## src/rtl/rv32i_inst_encoder.sv

```systemverilog
// RV32I instruction encoder: turns operation descriptors into 32-bit machine words,
// substitutes a flagged NOP for unencodable descriptors and can append padding NOPs.
module rv32i_inst_encoder #(
  parameter int CNT_W = 16,
  parameter int ERR_W = 8
) (
  input  logic             clk,
  input  logic             rst_n,
  input  logic             in_valid,
  output logic             in_ready,
  input  logic [3:0]       in_class,
  input  logic [2:0]       in_funct3,
  input  logic             in_alt,
  input  logic [4:0]       in_rd,
  input  logic [4:0]       in_rs1,
  input  logic [4:0]       in_rs2,
  input  logic [31:0]      in_imm,
  input  logic [3:0]       in_pad,
  output logic             out_valid,
  input  logic             out_ready,
  output logic [31:0]      out_inst,
  output logic             out_err,
  output logic [CNT_W-1:0] emit_cnt,
  output logic [ERR_W-1:0] err_cnt
);

  localparam logic [31:0] NOP = 32'h0000_0013;

  localparam logic [3:0] CL_R      = 4'd0;
  localparam logic [3:0] CL_OPIMM  = 4'd1;
  localparam logic [3:0] CL_LOAD   = 4'd2;
  localparam logic [3:0] CL_STORE  = 4'd3;
  localparam logic [3:0] CL_BRANCH = 4'd4;
  localparam logic [3:0] CL_LUI    = 4'd5;
  localparam logic [3:0] CL_AUIPC  = 4'd6;
  localparam logic [3:0] CL_JAL    = 4'd7;
  localparam logic [3:0] CL_JALR   = 4'd8;
  localparam logic [3:0] CL_FENCE  = 4'd9;
  localparam logic [3:0] CL_SYSTEM = 4'd10;

  localparam logic [6:0] OP_R      = 7'b0110011;
  localparam logic [6:0] OP_OPIMM  = 7'b0010011;
  localparam logic [6:0] OP_LOAD   = 7'b0000011;
  localparam logic [6:0] OP_STORE  = 7'b0100011;
  localparam logic [6:0] OP_BRANCH = 7'b1100011;
  localparam logic [6:0] OP_LUI    = 7'b0110111;
  localparam logic [6:0] OP_AUIPC  = 7'b0010111;
  localparam logic [6:0] OP_JAL    = 7'b1101111;
  localparam logic [6:0] OP_JALR   = 7'b1100111;
  localparam logic [6:0] OP_FENCE  = 7'b0001111;
  localparam logic [6:0] OP_SYSTEM = 7'b1110011;

  typedef enum logic {
    ST_ACCEPT,
    ST_PAD
  } state_t;

  state_t     state;
  state_t     state_next;
  logic [3:0] pad_cnt;
  logic       slot_free;
  logic       accept;

  logic        fits_i12;
  logic        fits_b13;
  logic        fits_j21;
  logic        is_shift;
  logic        sys_priv_ok;
  logic [11:0] opimm_field;
  logic [31:0] enc_word;
  logic        enc_err;
  logic [31:0] load_word;

  // A signed immediate fits an N-bit field when all bits above the sign bit equal it.
  assign fits_i12 = (in_imm[31:11] == '0) || (in_imm[31:11] == '1);
  assign fits_b13 = (in_imm[31:12] == '0) || (in_imm[31:12] == '1);
  assign fits_j21 = (in_imm[31:20] == '0) || (in_imm[31:20] == '1);

  assign is_shift = (in_funct3 == 3'b001) || (in_funct3 == 3'b101);

  // ECALL, EBREAK, SRET, MRET, WFI are the only funct12 values accepted with funct3=000.
  assign sys_priv_ok = (in_imm[11:0] == 12'h000) || (in_imm[11:0] == 12'h001) ||
                       (in_imm[11:0] == 12'h102) || (in_imm[11:0] == 12'h302) ||
                       (in_imm[11:0] == 12'h105);

  assign opimm_field = is_shift ? {1'b0, in_alt, 5'b00000, in_imm[4:0]} : in_imm[11:0];

  always_comb begin
    enc_word = NOP;
    enc_err  = 1'b0;
    case (in_class)
      CL_R: begin
        enc_word = {1'b0, in_alt, 5'b00000, in_rs2, in_rs1, in_funct3, in_rd, OP_R};
        enc_err  = in_alt && (in_funct3 != 3'b000) && (in_funct3 != 3'b101);
      end
      CL_OPIMM: begin
        enc_word = {opimm_field, in_rs1, in_funct3, in_rd, OP_OPIMM};
        enc_err  = is_shift ? (in_imm[31:5] != '0) : !fits_i12;
      end
      CL_LOAD: begin
        enc_word = {in_imm[11:0], in_rs1, in_funct3, in_rd, OP_LOAD};
        enc_err  = !fits_i12 || (in_funct3 == 3'b011) || (in_funct3 == 3'b110) ||
                   (in_funct3 == 3'b111);
      end
      CL_STORE: begin
        enc_word = {in_imm[11:5], in_rs2, in_rs1, in_funct3, in_imm[4:0], OP_STORE};
        enc_err  = !fits_i12 || (in_funct3 > 3'b010);
      end
      CL_BRANCH: begin
        enc_word = {in_imm[12], in_imm[10:5], in_rs2, in_rs1, in_funct3,
                    in_imm[4:1], in_imm[11], OP_BRANCH};
        enc_err  = !fits_b13 || in_imm[0] || (in_funct3 == 3'b010) || (in_funct3 == 3'b011);
      end
      CL_LUI: begin
        enc_word = {in_imm[31:12], in_rd, OP_LUI};
        enc_err  = (in_imm[11:0] != '0);
      end
      CL_AUIPC: begin
        enc_word = {in_imm[31:12], in_rd, OP_AUIPC};
        enc_err  = (in_imm[11:0] != '0);
      end
      CL_JAL: begin
        enc_word = {in_imm[20], in_imm[10:1], in_imm[11], in_imm[19:12], in_rd, OP_JAL};
        enc_err  = !fits_j21 || in_imm[0];
      end
      CL_JALR: begin
        enc_word = {in_imm[11:0], in_rs1, in_funct3, in_rd, OP_JALR};
        enc_err  = !fits_i12 || (in_funct3 != 3'b000);
      end
      CL_FENCE: begin
        enc_word = {in_imm[11:0], in_rs1, 3'b000, in_rd, OP_FENCE};
        enc_err  = (in_funct3 != 3'b000);
      end
      CL_SYSTEM: begin
        enc_word = {in_imm[11:0], in_rs1, in_funct3, in_rd, OP_SYSTEM};
        enc_err  = (in_funct3 == 3'b100) || ((in_funct3 == 3'b000) && !sys_priv_ok);
      end
      default: begin
        enc_word = NOP;
        enc_err  = 1'b1;
      end
    endcase
  end

  assign load_word = enc_err ? NOP : enc_word;

  assign slot_free = !out_valid || out_ready;
  assign accept    = in_valid && in_ready;

  always_ff @(posedge clk or negedge rst_n) begin
    if (!rst_n) begin
      state <= ST_ACCEPT;
    end else begin
      state <= state_next;
    end
  end

  always_comb begin
    state_next = state;
    in_ready   = 1'b0;
    case (state)
      ST_ACCEPT: begin
        in_ready = slot_free;
        if (in_valid && slot_free && (in_pad != 4'd0)) begin
          state_next = ST_PAD;
        end
      end
      ST_PAD: begin
        if (slot_free && (pad_cnt == 4'd1)) begin
          state_next = ST_ACCEPT;
        end
      end
    endcase
  end

  // Output slot: a new word replaces the old one only when the slot is free, so a
  // stalled word stays put until the downstream takes it.
  always_ff @(posedge clk or negedge rst_n) begin
    if (!rst_n) begin
      out_valid <= 1'b0;
      out_inst  <= '0;
      out_err   <= 1'b0;
      pad_cnt   <= '0;
      emit_cnt  <= '0;
      err_cnt   <= '0;
    end else begin
      if (accept) begin
        out_valid <= 1'b1;
        out_inst  <= load_word;
        out_err   <= enc_err;
        pad_cnt   <= in_pad;
      end else if ((state == ST_PAD) && slot_free) begin
        out_valid <= 1'b1;
        out_inst  <= NOP;
        out_err   <= 1'b0;
        pad_cnt   <= pad_cnt - 4'd1;
      end else if (out_ready) begin
        out_valid <= 1'b0;
      end

      if (out_valid && out_ready) begin
        emit_cnt <= emit_cnt + 1'b1;
      end

      if (accept && enc_err && (err_cnt != '1)) begin
        err_cnt <= err_cnt + 1'b1;
      end
    end
  end

endmodule

```

## config.mk

```make
export PLATFORM = sky130hd
export DESIGN_NAME = rv32i_inst_encoder
export DESIGN_NICKNAME = d
export VERILOG_FILES = /design/src/rtl/rv32i_inst_encoder.sv
export SDC_FILE = /design/constraint.sdc
export NUM_CORES = 1
export LEC_CHECK = 0
export BUFFER_PORTS_ARGS = -buffer_cell sky130_fd_sc_hd__buf_2
export CAP_MARGIN = 20
export CORE_MARGIN = 5
export CORE_UTILIZATION = 45
export DETAILED_ROUTE_END_ITERATION = 10
export PLACE_DENSITY = 0.75
export SYNTH_ARGS = -nofsm -noshare
export SYNTH_HDL_FRONTEND = slang
export SYNTH_SLANG_ARGS = --single-unit
```

## constraint.sdc

```tcl
create_clock -name clk -period 1.6 [get_ports clk]
set_input_delay 0.24 -clock clk [delete_from_list [all_inputs] [get_ports clk]]
set_output_delay 0.24 -clock clk [all_outputs]
set_load 0.005 [all_outputs]
```

-- After elaboration in Yosys (flattened, before gate mapping)
Index checks and enable logic that the tools add are counted.
- shift-type cells: 0
- reductions and logical operators: 48
- div/mod/pow operators: 0
- order comparisons: 1
- multiply operators: 0
- mux-type cells: 18
- bitwise operators: 1
- eq/ne operators: 27
- add/sub/neg operators: 3
- operators with widths (cell ; count):
    $pmux W32 S11 ; 1
    $mux W32 ; 3
    $reduce_bool A27 Y1 ; 1
    $eq A12 B9 Y1 const B ; 2
    $logic_not A12 Y1 ; 2
    $eq A21 B21 Y1 const B ; 1
    $logic_not A21 Y1 ; 1
    $eq A20 B20 Y1 const B ; 1
    $logic_not A20 Y1 ; 1
    $logic_or A1 B1 Y1 ; 19
    $add A16 B1 Y16 const B ; 1
    $eq A4 B3 Y1 const B ; 4
    $eq A12 B1 Y1 const B ; 1
    $eq A12 B10 Y1 const B ; 1
    $eq A12 B12 Y1 const B ; 1
    $eq A3 B3 Y1 const B ; 4
    $eq A4 B4 Y1 const B ; 3
    $mux W12 ; 1
    $reduce_bool A12 Y1 ; 1
    $logic_and A1 B1 Y1 ; 11
    $pmux W1 S10 ; 1
    $mux W1 ; 9
    $add A8 B1 Y8 const B ; 1
    $eq A4 B1 Y1 const B ; 2
    other kinds (17) ; 25
- latch bits: 0
- memory bits (read-only): 0
- memories: 0
- word-level logic and storage cells: 105
- input port bits: 63
- bits in registers: 63
- RAM bits: 0

-- Longest topological paths before layout
Gate-level depths: netlist (run 1).
- depth in word-level cells: 11
- mapped depth: 10

-- Worst setup path before layout (run 1)
Ideal clock, no wire load.
- path type: input to register
- from: input in_imm[10]
- to: register out_inst[4]
- data required time: 1.471 ns
- path buffers: 1
- data arrival time: 2.902 ns
- setup time: 0.129 ns
- path slack: -1.432 ns
- cell stages on the path: 8
- cell sequence: or4_1 or4_1 o31a_1 a2111oi_2 nand4_2 or3_4 buf_6 o41a_1
- longest elaborated chain between the ends: 11
- ends and longest elaborated chain (element ; RTL line ; text):
    start, declared ; 17 ; input logic [31:0] in_imm,
    $eq A12 B1 Y1 or $logic_not A12 Y1 (tied branches) ; 82 ; assign sys_priv_ok = (in_imm[11:0] == 12'h000) || (in_imm[11:0] == 12'h001) ||
    $logic_or A1 B1 Y1 (2 in a row) ; 82 ;
    $logic_or A1 B1 Y1 (2 in a row) ; 83 ; (in_imm[11:0] == 12'h102) || (in_imm[11:0] == 12'h302) ||
    $logic_not A1 Y1 ; 136 ; enc_err = (in_funct3 == 3'b100) || ((in_funct3 == 3'b000) && !sys_priv_ok);
    $logic_and A1 B1 Y1 ; 136 ;
    $logic_or A1 B1 Y1 ; 136 ;
    $pmux W1 S10 * ; 91 ; case (in_class)
    $mux W32 * ; 145 ; assign load_word = enc_err ? NOP : enc_word;
    $mux W32 * ; 187 ; if (accept) begin
    end signal, assigned ; 189 ; out_inst <= load_word;
    end, declared ; 21 ; output logic [31:0] out_inst,
Every way passes the cells marked *; elsewhere a longest branch is shown, timed or not.
A chain may end at the register's enable or synchronous reset.

-- Final worst setup path (run 1)
Ends and elaborated chain as after synthesis.

==> results of run 1 <==
## where the power goes
group	internal (mW)	total, mW	switching, mW
logic	0.781	1.61	0.831
clock network	0.769	1.45	0.680
registers	1.79	2.01	0.216
## worst max-delay path, stage by stage
cell and delay, ns:
buf_6 0.09, or4_4 0.53, or4_4 0.43, o31a_1 0.29
a2111oi_4 0.24, nand4_2 0.20, or3_4 0.37, o41a_1 0.42
## metrics by stage
| step | std cells | instance area [um^2] |
|---|---|---|
| 2_1_floorplan | 430 | 3710 |
| 3_3_place_gp | 720 | 5050 |
| 3_5_place_dp | 720 | 5050 |
| 4_1_cts | 739 | 5310 |
| 5_1_grt | 739 | 5340 |
| 6_report | 739 | 5340 |
## layout make-up
class,instances,area [um^2],area share [%]
clock buffer,10,138,2.58
tap,105,131,2.46
sequential,62,1550,29.1
inverter,8,30.0,0.562
multi-input combinational,334,2070,38.7
clock inverter,6,70.1,1.31
timing repair buffer,214,1350,25.3
## synthesized netlist by cell type (5+ instances only)
cell type   n  area (um^2)
xnor2_1    19          166
clkbuf_1   20         75.1
a21oi_1    21          105
nor4_1      5         31.3
o21ai_0    44          220
nand4_1    14         87.6
nor2_1     35          131
nor3_1     12         60.1
o21a_1      6         45.0
a22oi_1    14          105
o221ai_1    6         52.6
and3_1      6         37.5
nand3_1    11         55.1
xor2_1      5         43.8
nor2b_1     7         43.8
nand2_1    53          199
a221oi_1   13          114
inv_1       7         26.3
nand2b_1    5         31.3
dfrtp_1    62         1550
## flip-flops by register name, summed over array words and instances (netlist names)
register,count
out_valid,1
out_err,1
out_inst,31
emit_cnt,16
state,1
pad_cnt,4
err_cnt,8
## final timing paths
path	slack, ns	start	endpoint
worst max-delay path	-0.98	in_imm[10]	out_inst[4]
worst min-delay path	0.15	in_valid	out_valid
worst max register to register	-0.18	out_valid	out_inst[4]
worst min register to register	0.48	out_inst[12]	out_inst[12]
max in group asynchronous	0.72	rst_n	out_inst[14]
min in group asynchronous	0.38	rst_n	emit_cnt[14]
## layer usage
metal	GRT usage, %	vias up	share of wire, %
li1	-	1994	-
met1	32.6	2028	41
met2	42.2	183	49
met3	4.57	35	7.5
met4	9.33	0	2.4
met5	0	-	0
## cells by family (layout without fill, tap and decap cells)
logic type / count (synthesis) / count (layout) / share of synthesized area [%]
xor gates and xnor gates: 24 / 24 / 5.66
and+or+nand+nor: 165 / 165 / 21.8
adders and majority gates: 4 / 4 / 1.35
buffers and inverters: 34 / 238 / 3.74
muxes: 4 / 4 / 1.15
AOI/OAI and AO/OA: 137 / 137 / 24.5
DFF: 62 / 62 / 41.8
## repair_timing
| action | in CTS | in global routing |
|---|---|---|
| pin swaps | 3 | 1 |
| resized for setup | 12 | 16 |
| hold endpoints to repair | 18 | 0 |
| setup endpoints to repair | 39 | 43 |
| buffers inserted | 2 | 1 |
| hold buffers | 1 | 0 |
==> results.ini, run 1 <==
[placement]
io_buffers=121
place_ws_ns=-1.45
dp_hpwl_um=9790
place.gp.congestion=0.959

[sta]
fin_crit_sh_pct=161
hold-worst-slack_ns=0.150
fin_tns_setup_ns=-32.30
worstMarginPinSlew_ns=0.873
setup_viol=39
hold_viol=0
min_period_ns=2.58
fmax_ghz=0.388
skew_ns=0.0149
rsz0062_at_grt=true
layout_setup_ws_ns=-0.978
max_slew_margin_pct=41.3
maxSlewViolCount=0

[layout]
drive_gt1_share_pct=38.5
fin_util_pct=65.6
area_growth_pct=43.8
diodes=0
num-fill-cells=716
final_nets=696
mostFrequentLayoutCells=119 x buf_2, 88 x buf_4, 62 x dfrtp_1, 52 x nand2_1, 35 x nor2_1
final_common_cell=buf_2

[worst_hold_path]
min_path_cells=2
hp-class=in -> reg

[drt]
drt-wirelength-per-cell_um=16.9
drt-total-wl_um=12500
dr.first_iter.drc_count=370
drc=0
vias=4240
ant_nets=0
first_pass_iters=7
drt-vias-per-instance=5.74

[pwr]
p_per_area_nw_per_um2=950
ir_worst_vdd_uv=388
power_mw=5.07
power.leakage_nw=2.59

[status]
violations=setup timing
status=finished with violations

[clock_network]
cts_max_level=3
cts_root_buffer=clkbuf_8
cts_buffers=9
insertion_delay_ns=0.35
clk_pin_slew_ns=0.07
cts.sinks=62
clockBufferDepth=2
cts_tree=done

[global_route]
antenna_found_initial=0
grt_max_degree=30
grt_pass1_vias=4201
track_usage_pct=25.3
grt_overflow=0
grt_first_pass_wirelength_um=20400

[worst_setup_path]
crit_type=in -> reg
crit_fanout=2
r2r_cells=5
crit_path_end_kind=register
worstPathArrival_ns=2.80
cp.required_ns=1.83
critPathLaunchType=input port

[yosys]
ys_types=57
ys_ff_latch=62
async_reset_ff_share_pct=100
ys_seq_area_share_pct=41.8
synth_warnings=0
synth_nets=497
netlist_instances=430
synth-edff-count=0
synthesis.area_um2=3710
avgSynthCellArea_um2=8.64
ys.flop_type=dfrtp_1

[die]
core-area_um2=8130
initial_core_util_pct=45.7
ios=122
dieWidth_um=101
die_area_um2=10200
rows=33
die_h_um=101

[run]
max_cap_viol_count=0

(Power assumes the default switching activity.)
==> run 2, diff against run 1 <==
--- a/config.mk
+++ b/config.mk
@@ -11,6 +11,7 @@
 export CORE_UTILIZATION = 45
 export DETAILED_ROUTE_END_ITERATION = 10
 export PLACE_DENSITY = 0.75
+export RECOVER_POWER = 25
 export SYNTH_ARGS = -nofsm -noshare
 export SYNTH_HDL_FRONTEND = slang
 export SYNTH_SLANG_ARGS = --single-unit
==> results.ini, run 2 (synthesis gave the netlist of run 1 again) <==
[clock_network]
cts_root_buffer=clkbuf_8
clk_pin_slew_ns=0.07  ; about the same
clockBufferDepth=2  ; unchanged
cts.sinks=62  ; unchanged
cts_buffers=9  ; unchanged
cts_tree=done
insertion_delay_ns=0.35  ; about the same
cts_max_level=3  ; unchanged

[drt]
ant_nets=0  ; unchanged
vias=4230  ; -0.24%
dr.first_iter.drc_count=305  ; -18%
drt-total-wl_um=12600  ; +0.52%
drt-vias-per-instance=5.72  ; -0.24%
drc=0  ; unchanged
drt-wirelength-per-cell_um=17.0  ; +0.52%
first_pass_iters=6  ; -1

[worst_setup_path]
rrSetupSlack_ns=-0.19  ; about the same
r2r_cells=5  ; unchanged
path_buf_inv=1  ; unchanged
r2r_start=out_valid
critPathLaunchType=input port
worstPathArrival_ns=2.80  ; about the same
crit_top_cell=or4_4
slowest_delay_ns=0.53  ; about the same
crit_family=simple AND/OR/NAND/NOR gates
critPathSlowestCell=or4_4
crit_fanout=2  ; unchanged
path_cells=buf_6, or4_4, or4_4, o31a_1, a2111oi_4, nand4_2, or3_4, o41a_1
crit_type=in -> reg
worstReg2RegEnd=out_inst[4]
cp.required_ns=1.83  ; about the same
crit_path_end_kind=register

[sta]
setup_viol=39  ; unchanged
maxSlewViolCount=0  ; unchanged
rsz0062_at_grt=true
hold_viol=0  ; unchanged
skew_ns=0.0145  ; -0.000426 ns
fin_crit_sh_pct=161  ; about the same
worstMarginPinSlew_ns=0.891  ; +0.0181 ns
hold-worst-slack_ns=0.150  ; -0.000620 ns
layout_setup_ws_ns=-0.977  ; +0.000419 ns
fmax_ghz=0.388  ; about the same
min_period_ns=2.58  ; -0.000419 ns
max_slew_margin_pct=40.1  ; -1.2 points

[worst_hold_path]
min_from=in_valid
hp-class=in -> reg
min_path_cells=2  ; unchanged
holdPathEnd=out_valid

[pwr]
p_per_area_nw_per_um2=954  ; +0.46%
ir_worst_vdd_uv=389  ; +0.25%
power_mw=5.06  ; -0.11%
power.leakage_nw=2.58  ; -0.40%

[layout]
largest_reg_flops=31  ; unchanged
regMostFlops=out_inst
final_cells=739  ; unchanged
drive_gt1_share_pct=38.5  ; unchanged
design_area_um2=5310  ; -0.56%
diodes=0  ; unchanged
final_nets=696  ; unchanged
reg.largest.list=out_inst (31), emit_cnt (16), err_cnt (8)
mostFrequentLayoutCells=118 x buf_2, 88 x buf_4, 62 x dfrtp_1, 52 x nand2_1, 35 x nor2_1
area_growth_pct=43.0
final_common_cell=buf_2

[die]
die_h_um=101  ; unchanged
core-area_um2=8130  ; unchanged
die_area_um2=10200  ; unchanged
rows=33  ; unchanged
initial_core_util_pct=45.7  ; unchanged
dieWidth_um=101  ; unchanged
ios=122  ; unchanged

[global_route]
track_usage_pct=25.3  ; unchanged
use_met2_pct=42.2  ; unchanged
grt_overflow=0  ; unchanged
grt.busiest_layer=met2
grt_first_pass_wirelength_um=20400  ; unchanged
antenna_found_initial=0  ; unchanged
use_met3_pct=4.57  ; unchanged
grt_max_degree=30  ; unchanged
met1_usage_pct=32.6  ; unchanged
grt_pass1_vias=4201  ; unchanged

[placement]
placed_cells=720  ; unchanged
dp_hpwl_um=9790  ; unchanged
place.gp.congestion=0.959  ; unchanged
dpl_cell_area_um2=5050  ; unchanged
io_buffers=121  ; unchanged

[status]
status=finished with violations
violations=setup timing

[run]
max_cap_viol_count=0  ; unchanged

==> run 2: changes by cell type in the layout (fill, tap and decap cells not counted), sizes merged <==
cell / change
buf: -3
clkbuf: +3
==> run 2: where the power goes <==
group	switching, mW	total [mW]	internal [mW]	leakage [nW]
clock network	0.681	1.45	0.769	0.0951
registers	0.217	2.01	1.79	0.820
logic	0.833	1.61	0.773	1.67
total	1.73	5.06	3.33	2.58
==> run 2: layout make-up <==
| type | count | area (um^2) |
|---|---|---|
| Clock buffer | 10 | 138 |
| Clock inverter | 6 | 70.1 |
| Fill cell | 719 | 2830 |
| Inverter | 8 | 30.0 |
| Multi-Input combinational cell | 334 | 2070 |
| Sequential cell | 62 | 1550 |
| Tap cell | 105 | 131 |
| Timing Repair Buffer | 214 | 1320 |
==> run 2: through the flow <==
| stage | setup TNS (ns) | worst slack (ns) | utilization (%) |
|---|---|---|---|
| final | -32.35 | -0.977 | 65.3 |
| after global placement | -46.64 | -1.33 | 62.0 |
| after floorplan | -39.62 | -1.38 | - |
| after global routing | -34.62 | -1.01 | 65.3 |
| after detailed placement | -51.07 | -1.45 | 62.0 |
| after CTS | -30.28 | -0.916 | 65.3 |
==> run 2: worst max-delay path by stage <==
stage | from | depth (start not counted) | end
6_report | in_imm[10] | 8 | out_inst[4]
4_1_cts | in_imm[10] | 8 | out_inst[4]
2_1_floorplan | in_imm[10] | 8 | out_inst[4]
3_3_place_gp | in_imm[10] | 8 | out_inst[4]
5_1_grt | in_imm[10] | 8 | out_inst[4]
3_5_place_dp | in_imm[10] | 9 | out_inst[3]
==> run 2: worst reg2reg max path: stages, from the launching register on <==
cell and delay [ns]:
dfrtp_1 0.39, nor2b_1 0.15, nor2_1 0.16, nand2_1 0.14, or3_4 0.41, o41a_1 0.42
==> run 2: routing by layer <==
layer | vias to the layer above | routed length [um] | share of wire (%)
met5 | - | 0 | 0
met1 | 2027 | 5160 | 41
li1 | 1994 | - | -
met3 | 32 | 907 | 7.2
met2 | 177 | 6220 | 49
met4 | 0 | 291 | 2.3
==> run 2: repair_timing <==
action                                  in CTS  in global routing
endpoints found under the setup margin      39                 43
resized for setup                           12                 16
pin swaps                                    3                  1
hold buffers                                 1                  0
setup buffers                                2                  1
hold endpoints to repair                    18                  0
